## config.mk

```make
export PLATFORM = sky130hd
export DESIGN_NAME = ctrl_seq
export DESIGN_NICKNAME = d
export VERILOG_FILES = /design/src/rtl/ctrl_seq.sv
export SDC_FILE = /design/constraint.sdc
export NUM_CORES = 1
export LEC_CHECK = 0
export ABC_AREA = 1
export CORE_MARGIN = 2
export CORE_UTILIZATION = 43
export DETAILED_ROUTE_END_ITERATION = 16
export GPL_TIMING_DRIVEN = 0
export PLACE_DENSITY = 0.83
export SLEW_MARGIN = 20
export SYNTH_ARGS = -nofsm -noshare
export SYNTH_HDL_FRONTEND = slang
export SYNTH_SLANG_ARGS = --single-unit
```

## constraint.sdc

```tcl
create_clock -name Clk -period 1.6 [get_ports Clk]
set_input_delay 0.24 -clock Clk [delete_from_list [all_inputs] [get_ports Clk]]
set_output_delay 0.24 -clock Clk [all_outputs]
set_load 0.1 [all_outputs]
```

## src/rtl/ctrl_seq.sv

```systemverilog
// Multi-cycle control sequencer: IDLE -> DECODE -> EXEC [-> MEMWAIT] -> DECODE, sticky HALT.
// Defining CTRL_SEQ_PERF_CNT_EN adds the 16-bit retired-instruction counter output.
module ctrl_seq #(
  parameter int                   MCODEBITS = 9,
  parameter int                   OPW       = 3,
  parameter int                   ALUOPW    = 3,
  parameter int                   MEM_LAT   = 1,
  parameter logic [MCODEBITS-1:0] HALT_CODE = 9'b111011111
) (
  input  logic                 Clk,
  input  logic                 Reset,
  input  logic                 start,
  input  logic [MCODEBITS-1:0] instr,
  input  logic                 instr_valid,
  input  logic                 zero,
  output logic                 RegDst,
  output logic                 Branch,
  output logic                 MemtoReg,
  output logic                 MemWrite,
  output logic                 ALUSrc,
  output logic                 RegWrite,
  output logic [1:0]           how_high,
  output logic [ALUOPW-1:0]    ALUOp,
  output logic                 pc_en,
  output logic                 stall,
  output logic                 done,
`ifdef CTRL_SEQ_PERF_CNT_EN
  output logic [15:0]          retired,
`endif
  output logic [2:0]           dbg_state
);

  typedef enum logic [2:0] {
    S_IDLE    = 3'd0,
    S_DECODE  = 3'd1,
    S_EXEC    = 3'd2,
    S_MEMWAIT = 3'd3,
    S_HALT    = 3'd4
  } state_t;

  localparam logic [OPW-1:0] OP_LOAD  = OPW'(5);
  localparam logic [OPW-1:0] OP_STORE = OPW'(6);
  localparam logic [OPW-1:0] OP_IMM   = OPW'(7);
  localparam logic [3:0]     LAT      = 4'(MEM_LAT);

  state_t               state_q, state_d;
  logic [MCODEBITS-1:0] ir_q, ir_d;
  logic [3:0]           cnt_q, cnt_d;
  logic [OPW-1:0]       op;

  assign op        = ir_q[MCODEBITS-1 -: OPW];
  assign dbg_state = state_q;
  assign RegDst    = 1'b0;
  assign ALUSrc    = 1'b0;

  always_ff @(posedge Clk) begin
    if (Reset) begin
      state_q <= S_IDLE;
      ir_q    <= '0;
      cnt_q   <= '0;
    end else begin
      state_q <= state_d;
      ir_q    <= ir_d;
      cnt_q   <= cnt_d;
    end
  end

  always_comb begin
    state_d  = state_q;
    ir_d     = ir_q;
    cnt_d    = cnt_q;
    Branch   = 1'b0;
    MemtoReg = 1'b0;
    MemWrite = 1'b0;
    RegWrite = 1'b0;
    how_high = 2'b00;
    ALUOp    = '0;
    pc_en    = 1'b0;
    stall    = 1'b0;
    done     = 1'b0;
    case (state_q)
      S_IDLE: if (start) state_d = S_DECODE;
      S_DECODE: begin
        if (instr_valid) begin
          ir_d    = instr;
          state_d = (instr == HALT_CODE) ? S_HALT : S_EXEC;
        end
      end
      S_EXEC: begin
        state_d = S_DECODE;
        case (op)
          OP_LOAD, OP_STORE: begin
            MemtoReg = (op == OP_LOAD);
            MemWrite = (op == OP_STORE);
            if (MEM_LAT == 0) begin
              RegWrite = (op == OP_LOAD);
              pc_en    = 1'b1;
            end else begin
              cnt_d   = LAT;
              state_d = S_MEMWAIT;
            end
          end
          OP_IMM: begin
            pc_en = 1'b1;
            if (ir_q[5]) begin
              ALUOp    = ALUOPW'(7);
              RegWrite = 1'b1;
            end else begin
              Branch   = zero;
              how_high = ir_q[4:3];
            end
          end
          default: begin
            ALUOp    = ALUOPW'(op);
            RegWrite = 1'b1;
            pc_en    = 1'b1;
          end
        endcase
      end
      S_MEMWAIT: begin
        stall    = 1'b1;
        MemtoReg = (op == OP_LOAD);
        MemWrite = (op == OP_STORE);
        cnt_d    = cnt_q - 4'd1;
        if (cnt_q == 4'd1) begin
          RegWrite = (op == OP_LOAD);
          pc_en    = 1'b1;
          state_d  = S_DECODE;
        end
      end
      S_HALT: done = 1'b1;
      default: state_d = S_IDLE;
    endcase
    // A reset cycle must never let a write or PC strobe escape.
    if (Reset) begin
      RegWrite = 1'b0;
      MemWrite = 1'b0;
      pc_en    = 1'b0;
    end
  end

`ifdef CTRL_SEQ_PERF_CNT_EN
  logic [15:0] retired_q;
  always_ff @(posedge Clk) begin
    if (Reset) retired_q <= '0;
    else if (pc_en && state_q != S_HALT) retired_q <= retired_q + 16'd1;
  end
  assign retired = retired_q;
`endif

endmodule

```

**Yosys cells after proc, flatten, opt, wreduce, memory -nomap -nowiden**

Cells that the tools add are included.

- Logic and storage cells: 57
- Output and inout port bits: 17
- Input bits: 14
- Register bits: 16

- $add $sub $neg: 1
- Mux-type cells: 33
- Bitwise logic cells: 1
- Reduce and logical (&&, ||, !) cells: 6
- Eq/ne operators: 13

Operators by type and width:

| operator | number |
|---|---|
| $mux 3 | 6 |
| $pmux 3 s5 | 1 |
| $mux 1 | 14 |
| $eq 3x3->1 const B | 4 |
| $pmux 1 s2 | 5 |
| $eq 9x9->1 const B | 1 |
| $mux 2 | 4 |
| $pmux 4 s2 | 1 |
| $eq 3x2->1 const B | 2 |
| $ne 2x2->1 const B | 3 |
| $pmux 3 s2 | 1 |
| $eq 4x1->1 const B | 1 |
| $mux 4 | 1 |
| $reduce_and 2->1 | 2 |
| $reduce_and 4->1 | 1 |
| $sub 4x1->4 const B | 1 |
| $eq 3x1->1 const B | 1 |
| $logic_not 3->1 | 1 |
| $ne 2x1->1 const B | 1 |
| $reduce_bool 2->1 | 1 |
| $reduce_or 2->1 | 1 |
| $not 1->1 | 1 |

**Logic depth before layout (Yosys ltp)**

Gate-level depths: netlist of run 1.

- Depth after elaboration: 5
- Mapped depth: 8

**Least setup slack after synthesis of run 1**

No wires, ideal clock.

- Path kind: flip-flop to output port
- Start point: reg state_q[1], in the netlist dbg_state[1]
- End point: out MemWrite
- Cell stages (with the launch flop): 3
- Required time: 1.360 ns
- Arrival time: 3.429 ns
- Slack: -2.069 ns
- Path through: dfxtp_1 > nand2_1 > nor3_1

- Longest elaborated chain between the ends: 3
- Elaborated cells between the ends (all ways): 4
- Those cells by class: 2 x eq/ne; 2 x mux

Ends and longest elaborated chain:

| element | line | RTL |
|---|---|---|
| start, declared | 46 | `state_t state_q, state_d;` |
| start signal, assigned | 62 | `state_q <= state_d;` |
| $eq 3x2->1 | 81 | `case (state_q)` |
| $pmux 1 s2 * | 81 |  |
| $mux 1 * | 135 | `if (Reset) begin` |
| end, declared | 19 | `output logic MemWrite,` |

Mark *: on every way between the ends. The rest lies on a longest branch, timed or not.

**Final worst setup path of run 1**

- Start point: reg cnt_q[1]
- End point: out RegWrite

- Longest elaborated chain between the ends: 4

Ends and longest elaborated chain:

| element | line | RTL |
|---|---|---|
| start, declared | 48 | `logic [3:0] cnt_q, cnt_d;` |
| start signal, assigned | 64 | `cnt_q <= cnt_d;` |
| $eq 4x1->1 | 125 | `if (cnt_q == 4'd1) begin` |
| $mux 1 | 125 |  |
| $pmux 1 s2 | 81 |  |
| $mux 1 | 135 |  |
| end, declared | 21 | `output logic RegWrite,` |

No other way between the ends.

==> impl_metrics.ini, run 1 <==
[outcome]
outcome = finished, violations left
violated_checks = negative setup slack

[global_routing]
grtUsageTotal_pct = 26.8
grt_start_max_net_pins = 10
first_pass_grt_wire_length_mm = 4.17
initial_antenna_violation_count = 0
grt_pass1_vias = 983
grt.overflow.total = 0

[critical_path]
worst-endpoint-arrival_ns = 1.75
critical_path.max_stage_delay_ns = 0.34
critPathLaunchType = register
critPathMaxFanout = 2
critical_path_class = reg2out
worst-endpoint-required_ns = 1.36
crit-reg2reg-capture = cnt_q[0]
crit_path_top_delay_cell = dfxtp_2
flop_to_flop_setup_slack_ns = -0.01
crit_path_cell_trace = inv_2, ha_4, nand3_2, or2_4, or2_4, a21oi_4, buf_12
reg2reg_from = ir_q[7]
timing.critical_path.mode_cell = or2_4
path_depth_of_the_worst_reg2reg_path = 8
crit_path_end_kind = primary output

[drt]
met3WireLength_um = 444
wl_met2_mm = 1.97
uppermost_layer_routed = met4
ant_nets = 0
detailedRoute.firstPassIterationCount = 5
drtIter0Drc = 96
route.detailed.wl_per_inst_um = 20.5
via_count = 1223
drt_drc_violations_left = 0
post_dr_vias_cell = 5.94
detail_route.wirelength.met1_mm = 1.53
routed_wirelength_mm = 4.22

[layout]
fill_cells = 38
layout_cell_share_with_drive_strength_beyond_1_pct = 51.4
num-nets-final = 198
multi_input_area_um2 = 672
final_core_utilization_pct = 96.0
diodes = 0
layout.cells.most_common_list = buf_4 (20), inv_1 (13), nor2_1 (13), nand2_1 (13)
ff_latch_area_um2 = 283
layout_overhead_on_the_synthesized_area_pct = 107
fin_area_mm2 = 0.00169
layout.cells.most_common = buf_4

[worst_hold_path]
hold_path_end = dbg_state[2]
hold_crit_class = in2reg
hold_depth = 2
min-delay-start = Reset

[clocking]
cts_buffer_depth = 2
cts.clk_slew.worst_paths_ns = 0.08
tritoncts_clock_tree = built
worstSkewPairLatency_ns = 0.30
tritoncts_num_sinks = 13
root_cell_of_the_clock_tree = clkbuf_4
cts_max_level = 1
cts_inserted_buffers = 3

[placed_design]
placed_cell_areas_mm2 = 0.00125
dp_hpwl_mm = 1.61
place.gp.congestion = 0.829
portBuffers = 27

[sta]
post-route-period-util_pct = 125
worstMarginPinSlew_ns = 0.649
timing.fmax_ghz = 0.502
finalHoldViolations = 0
maxSlewHeadroom_pct = 56.7
fin_skew_ns = 0.0161
report.final.slew_viol_count = 0
finalWorstPathRequiredPeriod_ns = 1.99
rsz0062_at_grt = yes
setup_total_negative_slack_ns = -1.93
post-route-worst-setup-slack_ns = -0.393
setup_viol = 12

[power_and_ir_drop]
post_route_total_power_mw = 1.23
p_per_area_mw_per_mm2 = 727
power.share.clock_pct = 18.5
ir_drop_mv = 0.776
share_seq_of_total_power_pct = 34.2
cellLeakagePower_nw = 0.722
power.switching_fraction_pct = 45.8
power_frac_comb_pct = 47.3
p_sw_mw = 0.564
p_int_mw = 0.668

[die]
initial_core_utilization_pct = 46.4
chipWidth_um = 47.6
fp.dieArea_mm2 = 0.00227
placeable_core_region_mm2 = 0.00176
die_h_um = 47.6
top_level_ports = 31
placement_rows = 15

[synthesis]
synth.yosys.warnings = 0
synthDominantAreaCellType = dfxtp_1
synthCells = 127
ys_top_cells_by_area = dfxtp_1 (32%), nand2_1 (11%), nor2_1 (8.7%)
synth.cell_area_um2 = 818
yosysSeqAreaShare_pct = 31.8
synth_top_area_share_pct = 31.8
synth.ff_latch_count = 13
postSynthAreaPerCell_um2 = 6.44
post_synth_num_cell_types = 22

[run]
cap_violations = 0
-- power by group through the flow --
stage,registers (mW),logic (mW),clock network (mW)
after floorplan,0.460,0.267,0
after global placement,0.395,0.418,0
after detailed placement,0.397,0.426,0
after CTS,0.395,0.511,0.211
after global routing,0.426,0.600,0.239
final,0.422,0.582,0.228
-- metrics by stage --
| step | setup WS (ns) | hold WS [ns] | std cells |
|---|---|---|---|
| after floorplan | -0.477 | 0.375 | 128 |
| after global placement | -1.07 | 0.450 | 180 |
| after detailed placement | -1.10 | 0.460 | 180 |
| after CTS | -0.342 | 0.441 | 194 |
| after global routing | -0.423 | 0.435 | 206 |
| final | -0.393 | 0.437 | 206 |
-- logic make-up (layout without fill, tap and decap cells) --
logic type / Yosys count / in the layout / synth area share (%)
and+or+nand+nor: 63 / 63 / 36.1
AOI/OAI and AO/OA: 25 / 25 / 16.2
adders and majority gates: 2 / 2 / 3.06
other: 1 / 2 / 0.458
buffers and inverters: 23 / 76 / 12.4
DFF: 13 / 13 / 31.8
-- synthesized netlist by cell type --
| cell | count |
|---|---|
| a21oi_1 | 14 |
| a21oi_2 | 2 |
| buf_1 | 1 |
| buf_4 | 2 |
| buf_6 | 1 |
| conb_1 | 1 |
| dfxtp_1 | 13 |
| ha_1 | 2 |
| inv_1 | 18 |
| inv_2 | 1 |
| nand2_1 | 23 |
| nand2_2 | 1 |
| nand3_1 | 7 |
| nand3_2 | 2 |
| nand3b_1 | 1 |
| nor2_1 | 19 |
| nor2_2 | 2 |
| nor2_4 | 2 |
| nor3_1 | 3 |
| o21ai_0 | 9 |
| or2_0 | 2 |
| or2_2 | 1 |
-- what timing repair did --
action / CTS / global route
endpoints found under the setup margin: 15 / 13
resized for setup: 124 / 30
pin swaps: 5 / 7
gates cloned: 0 / 0
buffers inserted: 10 / 14
hold buffers: 0 / 0
-- worst max path at each step --
stage	startpoint	cells past startpoint	endpoint
finish	cnt_q[1]	7	RegWrite
global route	cnt_q[1]	7	RegWrite
CTS	cnt_q[1]	7	RegWrite
detailed placement	cnt_q[1]	7	RegWrite
global placement	cnt_q[1]	7	RegWrite
floorplan	dbg_state[0]	5	RegWrite
-- registers in the layout, summed over array words and instances, names as in the netlist --
signal / count
dbg_state: 3
ir_q: 6
cnt_q: 4
-- worst max-delay path: cells and delay by family (launching register included) --
kind | cells | cell delay (ns)
adders and majority gates | 1 | 0.12
DFF | 1 | 0.34
AOI/OAI and AO/OA | 1 | 0.15
and+or+nand+nor | 3 | 0.56
buffers and inverters | 2 | 0.27
-- per-layer routing --
metal / vias to the layer above / track usage (%)
li1: 508 / -
met1: 560 / 30.8
met2: 121 / 48.4
met3: 34 / 3.02
met4: 0 / 14.1
met5: - / 0
-- cell type report --
type	count	area share, %
clock buffers	4	1.55
well taps	25	1.85
multi-input cells	92	39.7
flip-flops and latches	13	16.7
repair buffers	50	34.5
inverters	19	4.65
plain buffers	3	1.11
Power figures use the tool's default switching activity.
==> run 2: changes to the inputs <==
- CTS_CLUSTER_SIZE: not set -> 8
==> results of run 2 <==
Final layout, timing and power as in run 1 (identical DEF).
